<file path="config.mk">
export PLATFORM = sky130hd
export DESIGN_NAME = fire_lfsr_bank
export DESIGN_NICKNAME = d
export VERILOG_FILES = /design/src/rtl/fire_lfsr_bank.sv
export SDC_FILE = /design/constraint.sdc
export NUM_CORES = 1
export LEC_CHECK = 0
export ABC_AREA = 1
export CORE_MARGIN = 1.5
export CORE_UTILIZATION = 25
export DETAILED_ROUTE_END_ITERATION = 10
export GPL_ROUTABILITY_DRIVEN = 0
export PLACE_DENSITY = 0.51
export SLEW_MARGIN = 25
export SYNTH_ARGS = -nofsm -noshare
export SYNTH_HDL_FRONTEND = slang
export SYNTH_SLANG_ARGS = --single-unit
export TNS_END_PERCENT = 1
</file>
<file path="constraint.sdc">
create_clock -name clk -period 6.85 [get_ports clk]
set_clock_uncertainty 0.05 [all_clocks]
set_input_delay 0.685 -clock clk [delete_from_list [all_inputs] [get_ports clk]]
set_output_delay 0.685 -clock clk [all_outputs]
set_load 0.05 [all_outputs]
</file>
<file path="src/rtl/fire_lfsr_bank.sv">
// Fire-code serial division bank: encoder E, syndromes C (x^15+1) and P (x^9+x^4+1).
// Optional FIRE_LFSR_COUNT_SAT_EN: C/P bit counters saturate instead of wrapping.
module fire_lfsr_bank #(
  parameter int N = 64,
  parameter int K = 40
) (
  input  logic         clk,
  input  logic         rst,
  input  logic [K-1:0] reg_e_in,
  input  logic [N-1:0] reg_c_in,
  input  logic [N-1:0] reg_p_in,
  input  logic         shift_e,
  input  logic         shift_c,
  input  logic         shift_p,
  output logic [23:0]  reg_e_out,
  output logic [14:0]  reg_c_out,
  output logic [8:0]   reg_p_out,
  output logic [5:0]   reg_e_count,
  output logic [7:0]   reg_c_count,
  output logic [10:0]  reg_p_count
);

  localparam logic [23:0] E_POLY = 24'h088211;

  // Buffers shift left as bits are consumed, so the MSB is always
  // the next bit and zeros appear naturally once the word runs out.
  logic         e_prev, c_prev, p_prev;
  logic [K-1:0] e_buf;
  logic [N-1:0] c_buf, p_buf;
  logic [23:0]  e_r;
  logic [14:0]  c_r;
  logic [8:0]   p_r;

  logic        e_start, e_run, e_bit, e_fb;
  logic [23:0] e_base;
  logic        c_start, c_run, c_bit;
  logic        p_start, p_run, p_bit;

  always_comb begin
    e_start = shift_e & ~e_prev;
    e_run   = shift_e & e_prev & (reg_e_count != 6'(K-1));
    e_bit   = e_start ? reg_e_in[K-1] : e_buf[K-1];
    e_base  = e_start ? '0 : e_r;
    e_fb    = e_bit ^ e_base[23];
    c_start = shift_c & ~c_prev;
    c_run   = shift_c & c_prev;
    c_bit   = c_start ? reg_c_in[N-1] : c_buf[N-1];
    p_start = shift_p & ~p_prev;
    p_run   = shift_p & p_prev;
    p_bit   = p_start ? reg_p_in[N-1] : p_buf[N-1];
  end

  always_ff @(posedge clk or posedge rst) begin
    if (rst) begin
      e_prev      <= 1'b0;
      e_buf       <= '0;
      e_r         <= '0;
      reg_e_count <= '0;
    end else begin
      e_prev <= shift_e;
      if (e_start) begin
        e_buf       <= {reg_e_in[K-2:0], 1'b0};
        reg_e_count <= '0;
      end else if (e_run) begin
        e_buf       <= {e_buf[K-2:0], 1'b0};
        reg_e_count <= reg_e_count + 6'd1;
      end
      if (e_start | e_run)
        e_r <= {e_base[22:0], 1'b0} ^ (e_fb ? E_POLY : 24'h0);
    end
  end

  always_ff @(posedge clk or posedge rst) begin
    if (rst) begin
      c_prev      <= 1'b0;
      c_buf       <= '0;
      c_r         <= '0;
      reg_c_count <= '0;
    end else begin
      c_prev <= shift_c;
      if (c_start) begin
        c_buf       <= {reg_c_in[N-2:0], 1'b0};
        c_r         <= {14'h0, c_bit};
        reg_c_count <= '0;
      end else if (c_run) begin
        c_buf <= {c_buf[N-2:0], 1'b0};
        c_r   <= {c_r[13:0], c_bit} ^ {14'h0, c_r[14]};
`ifdef FIRE_LFSR_COUNT_SAT_EN
        if (reg_c_count != 8'hff)
          reg_c_count <= reg_c_count + 8'd1;
`else
        reg_c_count <= reg_c_count + 8'd1;
`endif
      end
    end
  end

  always_ff @(posedge clk or posedge rst) begin
    if (rst) begin
      p_prev      <= 1'b0;
      p_buf       <= '0;
      p_r         <= '0;
      reg_p_count <= '0;
    end else begin
      p_prev <= shift_p;
      if (p_start) begin
        p_buf       <= {reg_p_in[N-2:0], 1'b0};
        p_r         <= {8'h0, p_bit};
        reg_p_count <= '0;
      end else if (p_run) begin
        p_buf <= {p_buf[N-2:0], 1'b0};
        p_r   <= {p_r[7:0], p_bit} ^ (p_r[8] ? 9'h011 : 9'h0);
`ifdef FIRE_LFSR_COUNT_SAT_EN
        if (reg_p_count != 11'h7ff)
          reg_p_count <= reg_p_count + 11'd1;
`else
        reg_p_count <= reg_p_count + 11'd1;
`endif
      end
    end
  end

  always_comb begin
    for (int i = 0; i < 24; i++) reg_e_out[i] = e_r[23-i];
    for (int i = 0; i < 15; i++) reg_c_out[i] = c_r[14-i];
    for (int i = 0; i < 9; i++)  reg_p_out[i] = p_r[8-i];
  end

endmodule

</file>
==> results of run 1 <==
[through the flow]
stage	util (%)	area (µm²)	hold WS [ps]
after CTS	34.6	14600	431
after floorplan	-	10800	392
after global placement	32.2	13600	408
final	34.6	14600	429
after detailed placement	32.2	13600	415
after global routing	34.6	14600	449
[area by class of cell]
cell class	count	area, µm²
inverter	119	450
fill	4400	27600
multi-input combinational	876	3900
timing repair buffer	255	2530
clock buffer	46	902
antenna	2	5.00
sequential	241	6030
tap	539	674
clock inverter	9	101
[power by group through the flow]
| stage | registers, mW | logic, mW | clock network [mW] |
|---|---|---|---|
| after floorplan | 1.78 | 0.296 | 0 |
| after global placement | 1.69 | 0.619 | 0 |
| after detailed placement | 1.70 | 0.627 | 0 |
| after CTS | 1.67 | 0.629 | 1.66 |
| after global routing | 1.69 | 0.693 | 1.71 |
| final | 1.67 | 0.618 | 1.60 |
[how the worst min path moves through the flow]
| stage | start | endpoint | cells after the start |
|---|---|---|---|
| 5_1_grt | e_buf[12]$_DFFE_PP0P_ | e_buf[12]$_DFFE_PP0P_ | 2 |
| 2_1_floorplan | e_buf[1]$_DFFE_PP0P_ | e_buf[1]$_DFFE_PP0P_ | 2 |
| 6_report | e_buf[11]$_DFFE_PP0P_ | e_buf[11]$_DFFE_PP0P_ | 2 |
| 4_1_cts | e_buf[14]$_DFFE_PP0P_ | e_buf[14]$_DFFE_PP0P_ | 2 |
| 3_3_place_gp | e_buf[1]$_DFFE_PP0P_ | e_buf[1]$_DFFE_PP0P_ | 2 |
| 3_5_place_dp | e_buf[21]$_DFFE_PP0P_ | e_buf[21]$_DFFE_PP0P_ | 2 |
[layout by cell type, fill, tap and decap left out, types with 2 or more instances in the layout]
cell and instances:
a21oi_1 72, buf_2 2, buf_4 9, bufinv_16 2, clkbuf_1 8, clkbuf_16 31, clkbuf_8 7, clkdlybuf4s50_1 243
clkinv_2 5, clkinvlp_4 2, dfrtp_1 240, diode_2 2, ha_1 3, inv_1 111, inv_2 6, nand2_1 406
nand2_2 3, nand3_1 30, nand4_1 3, nor2_1 131, nor2_4 3, nor3_1 3, nor3b_1 2, o211ai_1 5
o21ai_0 127, o21ai_1 10, o22ai_1 69, xnor2_1 2
[metal layers]
| metal | global-route usage [%] | share of wire, % | vias up |
|---|---|---|---|
| met5 | 0 | 0.085 | - |
| met4 | 3.50 | 2.1 | 4 |
| met3 | 4.07 | 7.5 | 42 |
| met2 | 20.9 | 45 | 230 |
| met1 | 17.6 | 45 | 4343 |
| li1 | - | - | 4639 |
[cells by family (layout without fill, tap and decap cells)]
group	Yosys count	count (layout)	synth area share, %
and+or+nand+nor	583	583	21.2
AOI/OAI and AO/OA	288	288	14.4
DFF	241	241	56.0
buffers and inverters	193	429	7.83
adders and majority gates	3	3	0.348
xor gates and xnor gates	2	2	0.163
other	0	2	0
[flip-flops by register name (all words and copies together), names as in the netlist]
signal       cells
e_prev           1
e_r             24
p_buf           63
c_r             15
e_buf           39
c_prev           1
c_buf           63
p_r              9
reg_c_count      8
reg_p_count     11
p_prev           1
reg_e_count      6
==> run metrics, run 1 <==
outcome=finished, final reports clean; Final nets=1699; Post-DP HPWL=~19 mm; FF-to-FF setup slack=4890 ps; cts hold-fix bufs=0; worst r2r path cells=8; crit path to=reg_e_count[3]; slowest cell on the critical path=clkdlybuf4s50_1; Chip Height=211 µm; Slew Limit Fails=0; Pwr Total=3.89 mW; worst path bufs/invs=1; Sw Ratio=between 20% and 30%; PwrDens=roughly 270 mW/mm²; cts repair resizes=0; Initial Utilization=25.5%; Final Cycle Share=about two fifths; number of global-route vias before repair=9028; total nets after synthesis=1486; Max Buffers Root-to-Sink=3; worst-margin pin slew=between 900 and 1000 ps; Crit. End Element=output port; Overflow after GRT=0; antenna violations before repair=3; root buf cell=clkbuf_16; clock slew at reported path FFs=60 ps; WS Path Type=register to output port; largest net degree at the start of global routing=121; NetSw=1.08 mW; Post-Place Cells=between 2000 and 2500; Synth top cells by count=nand2_1 (407), dfrtp_1 (241), nor2_1 (131); dominant synthesized flop cell=dfrtp_1; initial DRC count=526; WP data arrival=1900 ps; dpl ws=3780 ps; chip width=211 µm; max_cap viols=0; Std-Cell Rows=75; final std cells w/o fill=about 2100; TNS Setup=0 ps; first-pass GRT wire length=slightly below 50 mm; Skew-Pair Late Insertion Delay=around 570 ps; fmax=379 MHz; worst vdd ir=roughly 0.19 mV; final setup fails=0; Layout Area Growth over Synthesis=35.5%; worst endpoint required time=6110 ps; largest area contributor in the netlist=dfrtp_1; final setup margin=4210 ps; top-area cell type share of the netlist area=56.0%; DRT Pass-1 Iters=5; Port Buf Inserts=approximately 250; synthesized cell area=0.0108 mm²; antenna viol nets, final=0; DR WL/cell=14.1 µm; WP depth=1; combinational share of power=15.9%; die area=~0.044 mm²; sequential-to-total area share from yosys stat=56.0%; GRT Overall Usage=13.2%; DRT Wirelength=29.4 mm; internal power=2.81 mW; layout cells sized above 1=4.85%; sequential power share=43.0%; synth unique cells=31; Critical path origin=reg_e_count[3]$_DFFE_PP0P_; Residual DRC=0; clk sink count=241; TritonCTS Buffers=30; cell with the most instances after synthesis=nand2_1; Vias=9258; Gate Count Post-Synth=1310; max_slew headroom=between 30% and 40%; H-tree levels=1; Hold Fails Final Rpt=0; Yosys warnings=0; CTS tree=done; crit-path max cell delay=870 ps; fin crit period=2640 ps; Worst Hold Class=register to register; io pins=about 250; Clk pwr share=roughly 41%; RSZ-0062 raised after global routing=false; Post-synth EDFFs=0; Synth area leaders=dfrtp_1 (56%), nand2_1 (14%), o21ai_0 (5.9%), nor2_1 (4.6%), o22ai_1 (4.0%); Leak=6.67 nW; CP top delay family=buffers and inverters; critical-path cell list=clkdlybuf4s50_1; post-synthesis area per instance=roughly 8.2 µm²; Post-CTS Setup Bufs=0; Vias/cell=approximately 4.4; Worst R2R End=e_buf[27]$_DFFE_PP0P_; number of synthesized register bits=241; CP Max Fanout=7; Post-synth ARST share=100%; Core Footprint=roughly 0.042 mm²; CP Launch Type=register; reg2reg start=reg_e_count[1]$_DFFE_PP0P_
(Power assumes the default switching activity.)
==> run 2, diff against run 1 <==
==> constraint.sdc (replaced) <==
create_clock -name clk -period 2.37 [get_ports clk]
set_clock_uncertainty 0.05 [all_clocks]
set_input_delay 0.237 -clock clk [delete_from_list [all_inputs] [get_ports clk]]
set_output_delay 0.237 -clock clk [all_outputs]
set_load 0.05 [all_outputs]
==> run 2 against run 1 <==
Net effect:
- clock power increased to 3.2 times the previous value
- power rose to 3.1 times the previous value
- critical path type unchanged
- utilization increased by 1.1 points
- final cell count is 1.1% higher
- largest cell class unchanged
==> run metrics, run 2 (same netlist as run 1, synthesis figures left out) <==
Crit. End Element=output port; Sw Ratio=a little over a quarter; RSZ-0062 raised after global routing=false; Residual DRC=0; number of global-route vias before repair=9336; fmax=about 460 MHz; worst r2r path cells=9; slowest cell on the critical path=clkdlybuf4s50_1; fin crit period=approximately 2200 ps; Max Buffers Root-to-Sink=3; CTS tree=done; Final Cycle Share=92.6%; max_cap viols=0; initial DRC count=502; io pins=roughly 250; Port Buf Inserts=245; Final nets=1726; Critical path origin=reg_e_count[3]$_DFFE_PP0P_; layout cells sized above 1=6.62%; Finished Cell Area=0.0151 mm²; most common cell after layout, fill and taps aside=nand2_1; fin util=35.7%; HP Start=reg_c_in[7]; Cell Area, Placed=0.0139 mm²; DR WL/cell=14.4 µm; most frequent cells in the layout=nand2_1 (406), clkdlybuf4s50_1 (243), dfrtp_1 (240), nor2_1 (131), o21ai_0 (127); final hold slack=207 ps; Post-DP HPWL=20.5 mm; WP data arrival=1910 ps; worst path bufs/invs=1; Met1 Wirelength=14.4 mm; Clk pwr share=43.6%; largest net degree at the start of global routing=between 70 and 80; combinational share of power=15.7%; Slew Limit Fails=0; Layout Area Growth over Synthesis=39.9%; Leak=6.91 nW; outcome=finished, final reports clean; clock slew at reported path FFs=60 ps; CP top delay family=buffers and inverters; H-tree levels=1; CP Launch Type=register; first-pass GRT wire length=approximately 50 mm; critical-path cell list=clkdlybuf4s50_1; clk sink count=~240; Worst Hold Class=primary input to register; Std-Cell Rows=between 70 and 80; sequential power share=approximately 40%; crit-path max cell delay=870 ps; DR WL met3=1.85 mm; antenna viol nets, final=0; hold path cells=3; Hold Fails Final Rpt=0; worst endpoint required time=2080 ps; DRT Wirelength=approximately 30 mm; CP Max Fanout=7; WP depth=1; final setup fails=0; DRT Pass-1 Iters=6; WS Path Type=register to output port; biggest regs=c_buf x63, p_buf x63, e_buf x39; internal power=8.67 mW; antenna cells=0; worst-margin pin slew=590 ps; chip width=approximately 210 µm; Vias/cell=approximately 4.4; wire length on met2=around 13 mm; TNS Setup=0 ps; reg2reg start=reg_e_count[0]$_DFFE_PP0P_; GRT Overall Usage=a little over an eighth; Overflow after GRT=0; max_slew headroom=60.5%; Chip Height=211 µm; worst vdd ir=0.508 mV; top sig layer=met5; fillers=4382; cts repair resizes=0; Skew-Pair Late Insertion Delay=560 ps; Vias=between 9000 and 10000; die area=0.0443 mm²; Initial Utilization=25.5%; Pwr Total=between 10 and 15 mW; root buf cell=clkbuf_16; TritonCTS Buffers=30; Core Footprint=0.0422 mm²; NetSw=3.19 mW; PwrDens=787 mW/mm²; antenna violations before repair=2
-- run 2: area by class of cell --
class,count,area (µm²),share of cell area [%]
clock inverter,15,255,1.69
sequential,241,6030,40.0
timing repair buffer,282,2890,19.2
clock buffer,39,866,5.74
inverter,119,450,2.99
multi-input combinational,876,3900,25.9
tap,539,674,4.47
-- run 2: timing repair --
item,4_1_cts,5_1_grt
hold endpoints to repair,9,0
hold buffers,3,0
buffers inserted,0,0
-- run 2: tightest hold or removal path, stage by stage --
cell and delay (ps):
clkdlybuf4s50_1 400, nand2_1 70, nand3_1 60
-- run 2: stage by stage --
step,cells,setup slack [ps]
after detailed placement,2054,544
after global routing,2111,108
final,2111,176
after global placement,2054,568
after floorplan,1310,-1080
after CTS,2111,134
-- run 2: layer usage --
layer / up-vias / track usage (%)
met1: 4392 / 18.7
met2: 207 / 21.5
met5: - / 0
met4: 2 / 3.30
met3: 40 / 3.38
li1: 4690 / -
-- run 2: worst paths after layout --
check / slack [ps] / endpoint
worst max-delay path: 180 / reg_e_count[3]
worst min-delay path: 210 / c_buf[8]$_DFFE_PP0P_
worst max register to register: 650 / e_buf[37]$_DFFE_PP0P_
worst min register to register: 430 / e_buf[36]$_DFFE_PP0P_
max in group asynchronous: 980 / p_buf[9]$_DFFE_PP0P_
min in group asynchronous: 560 / c_r[13]$_DFFE_PP0P_
-- run 2: power groups by stage --
| stage | clock network (mW) | registers (mW) | logic (mW) |
|---|---|---|---|
| floorplan | 0 | 5.14 | 0.855 |
| global placement | 0 | 4.90 | 1.86 |
| detailed placement | 0 | 4.90 | 1.88 |
| CTS | 5.32 | 4.84 | 1.89 |
| global route | 5.50 | 4.89 | 2.08 |
| finish | 5.17 | 4.83 | 1.86 |
==> run 3, diff against run 2 <==
--- a/config.mk
+++ b/config.mk
@@ -11,7 +11,7 @@
 export DETAILED_ROUTE_END_ITERATION = 10
 export GPL_ROUTABILITY_DRIVEN = 0
 export PLACE_DENSITY = 0.51
-export SLEW_MARGIN = 25
+export SLEW_MARGIN = 15
 export SYNTH_ARGS = -nofsm -noshare
 export SYNTH_HDL_FRONTEND = slang
 export SYNTH_SLANG_ARGS = --single-unit
==> results of run 3 <==
The final DEF is identical to that of run 2; final timing and power are the same.
